==> src/rtl/imsic_arb_pkg.sv <==
// Shared types for the IMSIC access arbiter: FSM states and the captured request.
package imsic_arb_pkg;

  localparam int unsigned RiscvXlen      = 64;
  localparam int unsigned NrVSIntpFilesW = 3;
  localparam int unsigned DefVgeinW      = NrVSIntpFilesW + 1;

  typedef enum logic [1:0] {
    IDLE  = 2'd0,
    ISSUE = 2'd1,
    RESP  = 2'd2
  } arb_state_e;

  typedef struct packed {
    logic [1:0]           priv;
    logic [DefVgeinW-1:0] vgein;
    logic [31:0]          addr;
    logic [RiscvXlen-1:0] data;
    logic                 we;
    logic                 claim;
  } imsic_req_t;

endpackage

==> src/rtl/imsic_arb_rr.sv <==
// Round-robin grant: first requester after ptr (wrapping) wins.
module imsic_arb_rr #(
  parameter int unsigned NrReq = 2,
  parameter int unsigned IdxW  = (NrReq > 1) ? $clog2(NrReq) : 1
) (
  input  logic [NrReq-1:0] req,
  input  logic [IdxW-1:0]  ptr,
  output logic [NrReq-1:0] gnt,
  output logic [IdxW-1:0]  idx
);

  int unsigned cand;
  logic        found;

  always_comb begin
    gnt   = '0;
    idx   = '0;
    found = 1'b0;
    cand  = 0;
    for (int unsigned i = 1; i <= NrReq; i++) begin
      cand = (int'(ptr) + i) % NrReq;
      if (!found && req[cand[IdxW-1:0]]) begin
        found                 = 1'b1;
        gnt[cand[IdxW-1:0]]   = 1'b1;
        idx                   = cand[IdxW-1:0];
      end
    end
  end

endmodule

==> src/rtl/imsic_access_arbiter.sv <==
// Arbitrates NrReq requesters onto one IMSIC port: IDLE -> ISSUE -> RESP, 3 cycles/access.
module imsic_access_arbiter
  import imsic_arb_pkg::*;
#(
  parameter int unsigned NrReq  = 2,
  parameter int unsigned XLEN   = RiscvXlen,
  parameter int unsigned VgeinW = DefVgeinW
) (
  input  logic                          clk_i,
  input  logic                          rst_i,
  input  logic [NrReq-1:0]              req_valid_i,
  output logic [NrReq-1:0]              req_ready_o,
  input  logic [NrReq-1:0][1:0]         req_priv_i,
  input  logic [NrReq-1:0][VgeinW-1:0]  req_vgein_i,
  input  logic [NrReq-1:0][31:0]        req_addr_i,
  input  logic [NrReq-1:0][XLEN-1:0]    req_data_i,
  input  logic [NrReq-1:0]              req_we_i,
  input  logic [NrReq-1:0]              req_claim_i,
  output logic [NrReq-1:0]              rsp_valid_o,
  output logic [XLEN-1:0]               rsp_data_o,
  output logic                          rsp_exception_o,
  output logic [1:0]                    imsic_priv_lvl_o,
  output logic [VgeinW-1:0]             imsic_vgein_o,
  output logic [31:0]                   imsic_addr_o,
  output logic [XLEN-1:0]               imsic_data_o,
  output logic                          imsic_we_o,
  output logic                          imsic_claim_o,
  input  logic [XLEN-1:0]               imsic_data_i,
  input  logic                          imsic_exception_i
);

  localparam int unsigned IdxW = (NrReq > 1) ? $clog2(NrReq) : 1;

  arb_state_e      state_q, state_d;
  imsic_req_t      cap_q;
  logic [IdxW-1:0] ptr_q, win_q, gnt_idx;
  logic [NrReq-1:0] gnt;
  logic [XLEN-1:0] rsp_data_q;
  logic            rsp_exc_q;
  logic            accept, illegal;

  imsic_arb_rr #(.NrReq(NrReq), .IdxW(IdxW)) u_rr (
    .req (req_valid_i),
    .ptr (ptr_q),
    .gnt (gnt),
    .idx (gnt_idx)
  );

  assign accept  = (state_q == IDLE) && (|req_valid_i);
  assign illegal = cap_q.we & cap_q.claim;

  always_ff @(posedge clk_i) begin
    if (rst_i) state_q <= IDLE;
    else       state_q <= state_d;
  end

  always_comb begin
    state_d = state_q;
    unique case (state_q)
      IDLE:    if (|req_valid_i) state_d = ISSUE;
      ISSUE:   state_d = RESP;
      RESP:    state_d = IDLE;
      default: state_d = IDLE;
    endcase
  end

  always_ff @(posedge clk_i) begin
    if (rst_i) begin
      cap_q      <= '0;
      ptr_q      <= IdxW'(NrReq - 1);
      win_q      <= '0;
      rsp_data_q <= '0;
      rsp_exc_q  <= 1'b0;
    end else begin
      if (accept) begin
        cap_q.priv  <= req_priv_i[gnt_idx];
        cap_q.vgein <= DefVgeinW'(req_vgein_i[gnt_idx]);
        cap_q.addr  <= req_addr_i[gnt_idx];
        cap_q.data  <= RiscvXlen'(req_data_i[gnt_idx]);
        cap_q.we    <= req_we_i[gnt_idx];
        cap_q.claim <= req_claim_i[gnt_idx];
        ptr_q       <= gnt_idx;
        win_q       <= gnt_idx;
      end
      if (state_q == ISSUE) begin
        rsp_exc_q  <= illegal | imsic_exception_i;
        rsp_data_q <= (illegal | imsic_exception_i | cap_q.we) ? '0 : imsic_data_i;
      end
    end
  end

  // Outputs are gated by rst_i so a reset landing in ISSUE/RESP suppresses strobes immediately.
  always_comb begin
    req_ready_o      = '0;
    rsp_valid_o      = '0;
    rsp_data_o       = '0;
    rsp_exception_o  = 1'b0;
    imsic_priv_lvl_o = '0;
    imsic_vgein_o    = '0;
    imsic_addr_o     = '0;
    imsic_data_o     = '0;
    imsic_we_o       = 1'b0;
    imsic_claim_o    = 1'b0;
    if (!rst_i) begin
      unique case (state_q)
        IDLE: req_ready_o = gnt;
        ISSUE: begin
          imsic_priv_lvl_o = cap_q.priv;
          imsic_vgein_o    = VgeinW'(cap_q.vgein);
          imsic_addr_o     = cap_q.addr;
          imsic_data_o     = XLEN'(cap_q.data);
          imsic_we_o       = cap_q.we & ~cap_q.claim;
          imsic_claim_o    = cap_q.claim & ~cap_q.we;
        end
        RESP: begin
          rsp_valid_o[win_q] = 1'b1;
          rsp_data_o         = rsp_data_q;
          rsp_exception_o    = rsp_exc_q;
        end
        default: ;
      endcase
    end
  end

endmodule

==> config.mk <==
export PLATFORM = sky130hd
export DESIGN_NAME = imsic_access_arbiter
export DESIGN_NICKNAME = d
export VERILOG_FILES = /design/src/rtl/imsic_arb_pkg.sv /design/src/rtl/imsic_arb_rr.sv /design/src/rtl/imsic_access_arbiter.sv
export SDC_FILE = /design/constraint.sdc
export NUM_CORES = 1
export LEC_CHECK = 0
export BUFFER_PORTS_ARGS = -buffer_cell sky130_fd_sc_hd__clkbuf_2
export CAP_MARGIN = 20
export CORE_AREA = 2 2 177 179
export CTS_CLUSTER_DIAMETER = 150
export DETAILED_ROUTE_END_ITERATION = 10
export DIE_AREA = 0 0 179 181
export GPL_ROUTABILITY_DRIVEN = 0
export PLACE_DENSITY = 0.63
export SETUP_SLACK_MARGIN = 0.02
export SYNTH_ARGS = -nofsm -noshare
export SYNTH_HDL_FRONTEND = slang
export SYNTH_SLANG_ARGS = --single-unit
==> constraint.sdc <==
create_clock -name clk_i -period 4 [get_ports clk_i]
set_clock_uncertainty 0.05 [all_clocks]
set_input_delay 0.8 -clock clk_i [delete_from_list [all_inputs] [get_ports clk_i]]
set_output_delay 0.8 -clock clk_i [all_outputs]
set_load 0.005 [all_outputs]
# After elaboration in Yosys (flattened, before gate mapping)
# Cells that the tools add are included.
[classes] add_sub_neg=2 n_lt_le_gt_ge=7 n_eq_ne=3 n_mux=50 n_bitwise=8 reduce_logical=8
[op_table] op="2-to-1 mux 64 bit" n=7
[op_table] op="2-to-1 mux 32 bit" n=4
[op_table] op="2-to-1 mux 2 bit" n=11
[op_table] op="2-to-1 mux 1 bit" n=20
[op_table] op="2-to-1 mux 4 bit" n=4
[op_table] op="less-than comparator 1 x 2 -> 1 bit, second input constant" n=4
[op_table] op="logical AND 1 bit" n=5
[op_table] op="case mux 2 bit (2 select lines)" n=1
[op_table] op="bitwise AND 1 bit" n=3
[op_table] op="demux 1 bit (select 1 bit)" n=3
[op_table] op="greater-or-equal comparator 1 bit, second input constant" n=3
[op_table] op="adder 1 bit, second input constant" n=2
[op_table] op="equality test 2 x 1 -> 1 bit, second input constant" n=1
[op_table] op="equality test 2 bit, second input constant" n=1
[op_table] op="zero test 2 bit" n=1
[op_table] op="!= test 2 x 1 -> 1 bit, second input constant" n=1
[op_table] op="inverter 1 bit" n=2
[op_table] op="OR 1 bit" n=2
[op_table] op="OR 2 bit" n=1
[op_table] op="OR reduction 2 bit" n=1
[op_table] op="zero test 1 bit" n=1
[totals] ff_bits=173 input_bits=277 output_inout_bits=173 wordCells=89

# Logic depth before layout (Yosys ltp)
# Gate-level depths: netlist of run 1.
[depth] ltp_word=10 ltp_mapped=6 depth_no_buf=3

# Hierarchy
# Synthesis of run 1 repeated with hierarchy kept, for this count alone.
[unflattened] cells_unflattened=908 area_unflattened_um2=8603.3
[by_module_without_submodules] mod="imsic_access_arbiter" instances=1 cells_per_inst=904 area_per_inst_um2=8577.0 seq_area_each_um2=3463.3
[by_module_without_submodules] mod="imsic_arb_rr" instances=1 cells_per_inst=4 area_per_inst_um2=26.3 seq_area_each_um2=0.0

# Worst setup path after synthesis of run 1
# OpenSTA, ideal clock, no wires.
[synth_timing] path_kind="in2out" startpoint="input req_valid_i[1]" endpoint="output req_ready_o[1]" arrival_time_ps=1524 required_time_ps=3150 slack_ps=1626 path_stages=4 n_path_buf=2 cell_sequence="a21boi_2 > buf_2 > buf_4 > and2_1"
[synth_between] elab_chain_len=8 word_cells_on_any_way=12 classes_between="9 x mux; 1 x bitwise; 2 x reduce/logical"
[synth_lines] item="from (decl)" line="imsic_access_arbiter.sv:11" text="input logic [NrReq-1:0] req_valid_i,"
[synth_lines] item="2-to-1 mux 1 bit (implied by the code) (2 in a row)" line="imsic_arb_rr.sv:22" text="if (!found && req[cand[IdxW-1:0]]) begin"
[synth_lines] item="2-to-1 mux 1 bit" line="imsic_arb_rr.sv:22"
[synth_lines] item="zero test 1 bit" line="imsic_arb_rr.sv:22"
[synth_lines] item="logical AND 1 bit" line="imsic_arb_rr.sv:22"
[synth_lines] item="2-to-1 mux 2 bit (*)" line="imsic_arb_rr.sv:22"
[synth_lines] item="2-to-1 mux 2 bit (*)" line="imsic_access_arbiter.sv:105" text="unique case (state_q)"
[synth_lines] item="2-to-1 mux 2 bit (*)" line="imsic_access_arbiter.sv:104" text="if (!rst_i) begin"
[synth_lines] item="to (decl)" line="imsic_access_arbiter.sv:12" text="output logic [NrReq-1:0] req_ready_o,"
# Mark *: on every way between the ends. The rest lies on a longest branch, timed or not. The select of a mux whose other input is x is not followed.

# Final worst setup path of run 1
[layout_timing] startpoint="register state_q[0]" endpoint="output imsic_vgein_o[3]"
[layout_between] elab_chain_len=3
[layout_lines] item="from (decl)" line="imsic_access_arbiter.sv:34" text="arb_state_e state_q, state_d;"
[layout_lines] item="from (signal assigned)" line="imsic_access_arbiter.sv:54" text="else state_q <= state_d;"
[layout_lines] item="equality test 2 x 1 -> 1 bit" line="imsic_access_arbiter.sv:105"
[layout_lines] item="2-to-1 mux 4 bit" line="imsic_access_arbiter.sv:105"
[layout_lines] item="2-to-1 mux 4 bit" line="imsic_access_arbiter.sv:104"
[layout_lines] item="to (decl)" line="imsic_access_arbiter.sv:23" text="output logic [VgeinW-1:0] imsic_vgein_o,"
# Every way passes these cells.

==> results of run 1 <==
[sequential cells by signal, indices dropped and copies added, names as in the netlist]
| name | count |
|---|---|
| cap_q | 104 |
| rsp_data_q | 64 |
| state_q | 2 |
| ptr_q | 1 |
| rsp_exc_q | 1 |
| win_q | 1 |
[worst max-delay path by stage]
| stage | start | end | slack, ns | cells after the start |
|---|---|---|---|---|
| 3_3_place_gp | rst_i | imsic_vgein_o[3] | 0.92 | 5 |
| 3_5_place_dp | rst_i | imsic_vgein_o[3] | 0.94 | 5 |
| 5_1_grt | state_q[0] | imsic_vgein_o[3] | 0.74 | 5 |
| 6_report | state_q[0] | imsic_vgein_o[3] | 0.88 | 5 |
| 2_1_floorplan | req_valid_i[1] | req_ready_o[1] | 1.63 | 4 |
| 4_1_cts | state_q[0] | imsic_vgein_o[3] | 0.83 | 5 |
[cell type report]
type / count / area [um^2] / share of cell area (%)
Clock buffer: 18 / 439 / 3.87
Clock inverter: 14 / 229 / 2.02
Sequential cell: 173 / 3460 / 30.5
Tap cell: 396 / 495 / 4.37
Multi-Input combinational cell: 738 / 4330 / 38.1
Inverter: 1 / 3.75 / 0.0331
Timing Repair Buffer: 463 / 2390 / 21.1
[worst max-delay path: cells and delay by family (launching register included)]
| family | cells | cell delay [ns] |
|---|---|---|
| buffers and inverters | 2 | 0.62 |
| flip-flops | 1 | 0.63 |
| AND/OR/NAND/NOR | 3 | 0.51 |
[cells in the mapped netlist]
cell type	count	area [um^2]
or2_1	1	6.26
a32oi_1	73	639
o31ai_1	1	7.51
nor3_1	2	10.0
nor2b_1	3	18.8
buf_2	57	285
nor4b_2	3	45.0
inv_1	1	3.75
a21boi_2	1	11.3
a21bo_1	1	10.0
nor3_2	1	10.0
and3b_1	1	8.76
a22oi_1	64	480
nand2_1	211	792
nor2_4	1	11.3
nand2b_1	74	463
a221o_1	1	10.0
a311oi_1	31	272
nor2_2	1	6.26
a211oi_1	1	7.51
clkbuf_1	23	86.3
nor3b_2	1	12.5
nor2_1	65	244
buf_4	11	82.6
clkbuf_2	3	15.0
a21oi_1	32	160
and2_1	169	1060
dfxtp_1	173	3460
buf_6	7	78.8
[cells by family after synthesis]
kind of cell           Yosys count  synth area share, %
AND/OR/NAND/NOR                533                 32.4
AO/OA/AOI/OAI                  205                 19.3
flip-flops                     173                 41.7
buffers and inverters          102                 6.65
[stage by stage]
step | instance area, um^2 | util (%)
after floorplan | 8300 | -
after global placement | 10700 | 35.2
after detailed placement | 10700 | 35.2
after CTS | 11400 | 37.4
after global routing | 11400 | 37.4
final | 11400 | 37.4
[routing by layer]
metal	global-route usage (%)	share of wire (%)	vias to the layer above	routed length (um)
li1	-	-	4220	-
met1	21.9	41	4138	12600
met2	31.6	49	363	15200
met3	5.16	8.4	34	2610
met4	6.28	1.9	4	590
met5	0	0.097	-	30
[power breakdown]
group          internal [mW]  total, mW  switching, mW  leakage (nW)
Clock                   1.14       1.91          0.768         0.325
Combinational          0.310      0.723          0.413          3.58
Sequential              1.89       1.99         0.0969          1.43
Total                   3.35       4.62           1.28          5.33
==> impl_metrics.py, run 1 <==
metrics = {
    "outcome": {
        "status": "finished, final reports clean",
    },
    "global_route": {
        "overflow": 0,
        "grt_antenna_before_repair": 3,
        "grt_max_degree": 106,
        "first_global_vias": 8392,
        "grt_usage_pct": 18.4,
        "grt_pass1_wl_mm": 46.6,
    },
    "power_and_ir_drop": {
        "leakagePower_nw": 5.33,
        "p_per_area_mw_per_mm2": 407,
        "finalPower_mw": 4.62,
        "irDropWorstVdd_v": 0.000284,
    },
    "sta": {
        "rsz0062_at_grt": "false",
        "whs_ns": 0.410,
        "worst_slew_pin_slew_ns": 0.955,
        "max_freq_mhz": 320,
        "fin_ws_ns": 0.879,
        "period_share_pct": 78.0,
        "hold_violations": 0,
        "setup_viol": 0,
        "slew_viol_final": 0,
        "relSlewSlack_pct": 36.1,
        "fin_crit_ns": 3.12,
        "fin_tns_setup_ns": 0,
    },
    "worst_setup_path": {
        "crit_type": "reg2out",
        "worstSetupStartpointType": "flip-flop",
        "reg2reg_to": "rsp_data_q[39]",
        "crit_arrival_ns": 2.27,
        "crit_chain": "nand2b_2, nor2_4, buf_4, and2_1, clkbuf_2",
        "crit_fanout": 69,
        "max_stage_delay_ns": 0.63,
        "required_ns": 3.15,
        "reg2reg_slack_ns": 2.04,
        "cp_slowest_cell": "dfxtp_1",
        "endpoint_kind": "primary output",
        "r2r-start": "state_q[1]",
        "reg2regPathDepth": 4,
    },
    "die": {
        "fp.dieH_um": 181,
        "die_w_um": 179,
        "die_area_mm2": 0.0324,
        "core_mm2": 0.0303,
        "start_util_pct": 27.3,
        "ioPinCount": 450,
        "core.rowCount": 64,
    },
    "synthesis": {
        "yosysSeqAreaShare_pct": 41.7,
        "syn_area_mm2": 0.00830,
        "synth_seq_cells": 173,
        "synthCells": 1013,
        "syn_area_per_cell_um2": 8.19,
        "syn-num-nets": 1290,
        "synthDistinctLibCells": 29,
        "yosysWarnings": 0,
    },
    "min_path": {
        "hold_end": "cap_q[90]",
        "min_path_cells": 2,
        "holdCritPathClass": "reg2reg",
        "hold_start": "cap_q[90]",
    },
    "clock_tree": {
        "cts-root-buf": "clkbuf_16",
        "h-tree-depth": 4,
        "clk_latency_ns": 0.43,
        "cts.clk_slew.worst_paths_ns": 0.07,
        "cts_hold_buf": 0,
        "cts_tree": "yes",
        "cts_setup_buffers": 0,
        "cts_buffer_depth": 2,
        "cts_resized": 0,
        "clock-sinks": 173,
        "numCtsBuffers": 17,
    },
    "layout": {
        "layout.cells.non_filler": 1803,
        "mostFrequentLayoutCells": "clkbuf_2, nand2_1, dfxtp_1",
        "final_common_cell": "clkbuf_2",
        "nFillCells": 3217,
        "diodes": 0,
        "syn2layout_area_growth_pct": 36.8,
        "drive_gt1_share_pct": 36.0,
        "fin_nets": 1671,
    },
    "route": {
        "antenna_left": 0,
        "route.detailed.drc": 0,
        "routed_wl_mm": 31.0,
        "wl_per_cell_um": 17.2,
        "first_pass_iters": 5,
        "via_count": 8759,
        "drt-initial-drc-count": 434,
        "via_per_inst": 4.86,
    },
    "placement": {
        "hpwlAfterDp_mm": 21.1,
        "place_inst": 1771,
        "io_buffer_count": 449,
        "pre_cts_ws_ns": 0.938,
    },
    "run": {
        "cap_violations": 0,
    },
}
Note: power is estimated with default switching activity, not from simulation.
==> run 2, diff against run 1 <==
==> constraint.sdc (replaced) <==
create_clock -name clk_i -period 3.1 [get_ports clk_i]
set_clock_uncertainty 0.05 [all_clocks]
set_input_delay 0.62 -clock clk_i [delete_from_list [all_inputs] [get_ports clk_i]]
set_output_delay 0.62 -clock clk_i [all_outputs]
set_load 0.005 [all_outputs]
==> run 2 against run 1 <==
Power up 26%. Design area down 0.21%. Die area is the same. Critical path type unchanged. Highest routed layer unchanged.
==> impl_metrics.py, run 2 (synthesized netlist as in run 1, its figures left out) <==
metrics = {
    "outcome": {
        "status": "finished, final reports clean",
    },
    "sta": {
        "fin_crit_ns": 2.86,
        "setup_viol": 0,
        "whs_ns": 0.367,
        "max_freq_mhz": 350,
        "slew_viol_final": 0,
        "period_share_pct": 92.2,
        "rsz0062_at_grt": "false",
        "worst_slew_pin_slew_ns": 0.955,
        "fin_tns_setup_ns": 0,
        "fin_ws_ns": 0.241,
        "hold_violations": 0,
        "relSlewSlack_pct": 36.2,
    },
    "global_route": {
        "grt_antenna_before_repair": 5,
        "overflow": 0,
        "grt_usage_pct": 17.9,
        "first_global_vias": 8329,
        "grt_pass1_wl_mm": 45.0,
        "grt_max_degree": 169,
    },
    "layout": {
        "final_util_pct": 37.3,
        "design_area_mm2": 0.0113,
        "nFillCells": 3183,
        "fin_nets": 1671,
        "largest_reg_flops": 104,
        "final_common_cell": "clkbuf_2",
        "regMostFlops": "cap_q",
        "syn2layout_area_growth_pct": 36.5,
        "drive_gt1_share_pct": 35.9,
        "mostFrequentLayoutCells": "clkbuf_2, nand2_1, dfxtp_1",
        "reg_top3": "cap_q (104), rsp_data_q (64), state_q (2)",
    },
    "route": {
        "route.detailed.drc": 0,
        "via_count": 8698,
        "via_per_inst": 4.82,
        "antenna_left": 0,
        "routed_wl_mm": 30.5,
        "first_pass_iters": 4,
        "drt-initial-drc-count": 429,
        "wl_per_cell_um": 16.9,
    },
    "die": {
        "die_area_mm2": 0.0324,
        "die_w_um": 179,
        "core_mm2": 0.0303,
        "ioPinCount": 450,
        "core.rowCount": 64,
        "start_util_pct": 27.3,
        "fp.dieH_um": 181,
    },
    "clock_tree": {
        "cts_hold_buf": 0,
        "numCtsBuffers": 17,
        "h-tree-depth": 4,
        "cts_buffer_depth": 2,
        "clk_latency_ns": 0.44,
        "cts_resized": 0,
        "cts-root-buf": "clkbuf_16",
        "cts.clk_slew.worst_paths_ns": 0.07,
        "cts_tree": "yes",
        "clock-sinks": 173,
        "cts_setup_buffers": 0,
    },
    "worst_setup_path": {
        "crit_arrival_ns": 2.19,
        "required_ns": 2.43,
        "worstSetupStartpointType": "flip-flop",
        "crit_fanout": 69,
        "crit_type": "reg2out",
        "endpoint_kind": "primary output",
    },
    "placement": {
        "io_buffer_count": 449,
        "pre_cts_ws_ns": 0.671,
        "placed_cell_area_mm2": 0.0107,
        "hpwlAfterDp_mm": 20.8,
    },
    "min_path": {
        "holdCritPathClass": "in2reg",
    },
    "run": {
        "cap_violations": 0,
    },
    "power_and_ir_drop": {
        "irDropWorstVdd_v": 0.000340,
        "leakagePower_nw": 5.31,
        "p_per_area_mw_per_mm2": 514,
    },
}
==> run 2: cell count changes in the layout (fill, tap and decap cells not counted), sizes merged <==
cell and change:
clkbuf +3, diode +3, bufinv -2, inv -2
clkinvlp +1
==> run 2: layer usage <==
layer  GRT usage, %  wire length [um]
met5              0                22
met4           8.65              1020
met3           6.02              2850
met1           20.3             12200
met2           30.0             14300
==> run 2: cell type report <==
type                       instances  area (um^2)  area share (%)
multi-input combinational        738         4330            38.2
inverter                           1         3.75          0.0331
timing repair buffer             463         2400            21.2
tap                              396          495            4.37
clock buffer                      21          470            4.15
antenna                            3         7.51          0.0663
sequential                       173         3460            30.6
clock inverter                    11          154            1.36
==> run 2: critical path, cell delays in order (launching register included) <==
cell,delay [ns]
dfxtp_1,0.59
nand2b_2,0.20
nor2_4,0.12
buf_4,0.44
and2_1,0.22
clkbuf_2,0.12
==> run 2: where the power goes <==
group | switching (mW) | leakage (nW) | internal (mW)
sequential | 0.135 | 1.43 | 2.45
clock | 0.971 | 0.301 | 1.34
combinational | 0.524 | 3.58 | 0.401
total | 1.63 | 5.31 | 4.19
==> run 2: path summary, 6_finish.rpt <==
check | start | to | slack (ns) | depth (start not counted)
max | state_q[0] | imsic_addr_o[10] | 0.24 | 5
min | imsic_data_i[37] | rsp_data_q[37] | 0.37 | 3
max reg2reg | state_q[1] | rsp_data_q[17] | 1.15 | 4
min reg2reg | cap_q[83] | cap_q[83] | 0.41 | 2
==> run 2: per-stage QoR <==
step,std cells,power (mW)
after floorplan,1013,3.15
after global placement,1771,3.55
after detailed placement,1771,3.56
after CTS,1803,5.91
after global routing,1805,6.10
final,1806,5.82
==> run 3, diff against run 2 <==
--- a/config.mk
+++ b/config.mk
@@ -7,12 +7,12 @@
 export LEC_CHECK = 0
 export BUFFER_PORTS_ARGS = -buffer_cell sky130_fd_sc_hd__clkbuf_2
 export CAP_MARGIN = 20
-export CORE_AREA = 2 2 177 179
+export CORE_AREA = 2 2 176 178
 export CTS_CLUSTER_DIAMETER = 150
 export DETAILED_ROUTE_END_ITERATION = 10
-export DIE_AREA = 0 0 179 181
+export DIE_AREA = 0 0 178 180
 export GPL_ROUTABILITY_DRIVEN = 0
-export PLACE_DENSITY = 0.63
+export PLACE_DENSITY = 0.6
 export SETUP_SLACK_MARGIN = 0.02
 export SYNTH_ARGS = -nofsm -noshare
 export SYNTH_HDL_FRONTEND = slang
==> run 3 against run 2 <==
Non-clock buffer count rose by 1. Clock-buffer cell count fell by 2. Design area rose by 0.14%. Combinational power rose by 2%. Sequential power barely moved. Setup slack improved by 0.11 ns. Clock power barely moved. Global-route usage rose by 0.59 points. Utilization rose by 0.25 points. Register-to-register slack barely moved. Critical path depth did not move. Critical path type unchanged. Critical endpoint is now imsic_data_o[60]. Largest cell class unchanged. Largest power group unchanged.
==> impl_metrics.py, run 3 (synthesized netlist as in run 1, its figures left out) <==
metrics = {
    "outcome": {
        "status": "finished, final reports clean",
    },
    "run": {
        "cap_violations": 0,
    },
    "layout": {
        "mostFrequentLayoutCells": "clkbuf_2, nand2_1, dfxtp_1",
        "fin_nets": 1672,
        "syn2layout_area_growth_pct": 36.7,
        "drive_gt1_share_pct": 36.0,
        "regMostFlops": "cap_q",
        "design_area_mm2": 0.0113,
        "final_util_pct": 37.6,
        "reg_top3": "cap_q (104), rsp_data_q (64), state_q (2)",
        "nFillCells": 3236,
        "final_common_cell": "clkbuf_2",
        "largest_reg_flops": 104,
    },
    "placement": {
        "placed_cell_area_mm2": 0.0107,
        "hpwlAfterDp_mm": 21.0,
        "io_buffer_count": 449,
    },
    "route": {
        "antenna_left": 0,
        "via_per_inst": 4.86,
        "via_count": 8768,
        "routed_wl_mm": 30.6,
        "wl_per_cell_um": 17.0,
        "drt-initial-drc-count": 378,
        "route.detailed.drc": 0,
        "first_pass_iters": 4,
    },
    "sta": {
        "relSlewSlack_pct": 31.0,
        "fin_tns_setup_ns": 0,
        "hold_violations": 0,
        "fin_crit_ns": 2.75,
        "period_share_pct": 88.6,
        "max_freq_mhz": 364,
        "rsz0062_at_grt": "false",
        "worst_slew_pin_slew_ns": 1.03,
        "slew_viol_final": 0,
        "setup_viol": 0,
    },
    "die": {
        "core_mm2": 0.0302,
        "start_util_pct": 27.5,
        "die_area_mm2": 0.0320,
        "die_w_um": 178,
        "fp.dieH_um": 180,
        "core.rowCount": 64,
        "ioPinCount": 450,
    },
    "clock_tree": {
        "numCtsBuffers": 17,
        "cts_tree": "yes",
        "clk_latency_ns": 0.45,
        "cts.clk_slew.worst_paths_ns": 0.07,
        "cts_setup_buffers": 0,
        "cts_buffer_depth": 2,
        "cts-root-buf": "clkbuf_16",
        "cts_resized": 0,
        "h-tree-depth": 4,
        "clock-sinks": 173,
        "cts_hold_buf": 0,
    },
    "power_and_ir_drop": {
        "irDropWorstVdd_v": 0.000334,
        "p_per_area_mw_per_mm2": 512,
        "leakagePower_nw": 5.31,
    },
    "worst_setup_path": {
        "worstSetupStartpointType": "flip-flop",
        "crit_type": "reg2out",
        "crit_fanout": 31,
        "crit_arrival_ns": 2.08,
        "endpoint_kind": "primary output",
        "reg2reg_slack_ns": 1.16,
        "required_ns": 2.43,
        "reg2regPathDepth": 4,
    },
    "global_route": {
        "first_global_vias": 8552,
        "gr-usage-met1_pct": 21.0,
        "grt_antenna_before_repair": 5,
        "grt_max_degree": 105,
        "use_met2_pct": 31.4,
        "grt_busiest_layer": "met2",
        "grt_usage_pct": 18.5,
        "grt_util_met3_pct": 7.40,
        "grt_pass1_wl_mm": 46.3,
        "overflow": 0,
    },
    "min_path": {
        "holdCritPathClass": "in2reg",
        "min_path_cells": 3,
    },
}
-- run 3: final timing paths --
| check | startpoint | endpoint |
|---|---|---|
| min | imsic_data_i[58] | rsp_data_q[58] |
| min reg2reg | cap_q[66] | cap_q[66] |
| max reg2reg | state_q[1] | rsp_exc_q |
| max | state_q[0] | imsic_data_o[60] |
-- run 3: power by group --
part           internal (mW)  leakage (nW)  switching [mW]
Sequential              2.44          1.43           0.128
Combinational          0.408          3.59           0.534
Clock                   1.32         0.294           0.973
Total                   4.17          5.31            1.64
-- run 3: per-stage QoR --
| step | setup slack [ns] | cells | total power, mW | hold slack (ns) |
|---|---|---|---|---|
| after floorplan | 1.09 | 1013 | 3.15 | 0.384 |
| after global placement | 0.816 | 1772 | 3.56 | 0.394 |
| after detailed placement | 0.795 | 1772 | 3.58 | 0.398 |
| after CTS | 0.308 | 1803 | 5.90 | 0.330 |
| after global routing | 0.181 | 1804 | 6.10 | 0.344 |
| final | 0.354 | 1804 | 5.81 | 0.357 |
-- run 3: per-layer routing --
metal	share of wire (%)	wire, um
met5	0.34	104
met4	2.0	621
met3	9.8	3010
met2	48	14900
met1	39	12000
-- run 3: critical path, cell delays in order (launching register included) --
cell and delay, ns:
dfxtp_1 0.57, nand2b_2 0.24, nor2_4 0.16, buf_4 0.32, and2_1 0.17, clkbuf_2 0.12
-- run 3: area by class of cell --
cell class	instances	area, um^2	share of cell area, %
Tap cell	396	495	4.37
Inverter	1	3.75	0.0331
Multi-Input combinational cell	738	4330	38.2
Clock inverter	12	160	1.41
Antenna cell	1	2.50	0.0221
Sequential cell	173	3460	30.5
Clock buffer	19	453	3.99
Timing Repair Buffer	464	2440	21.5
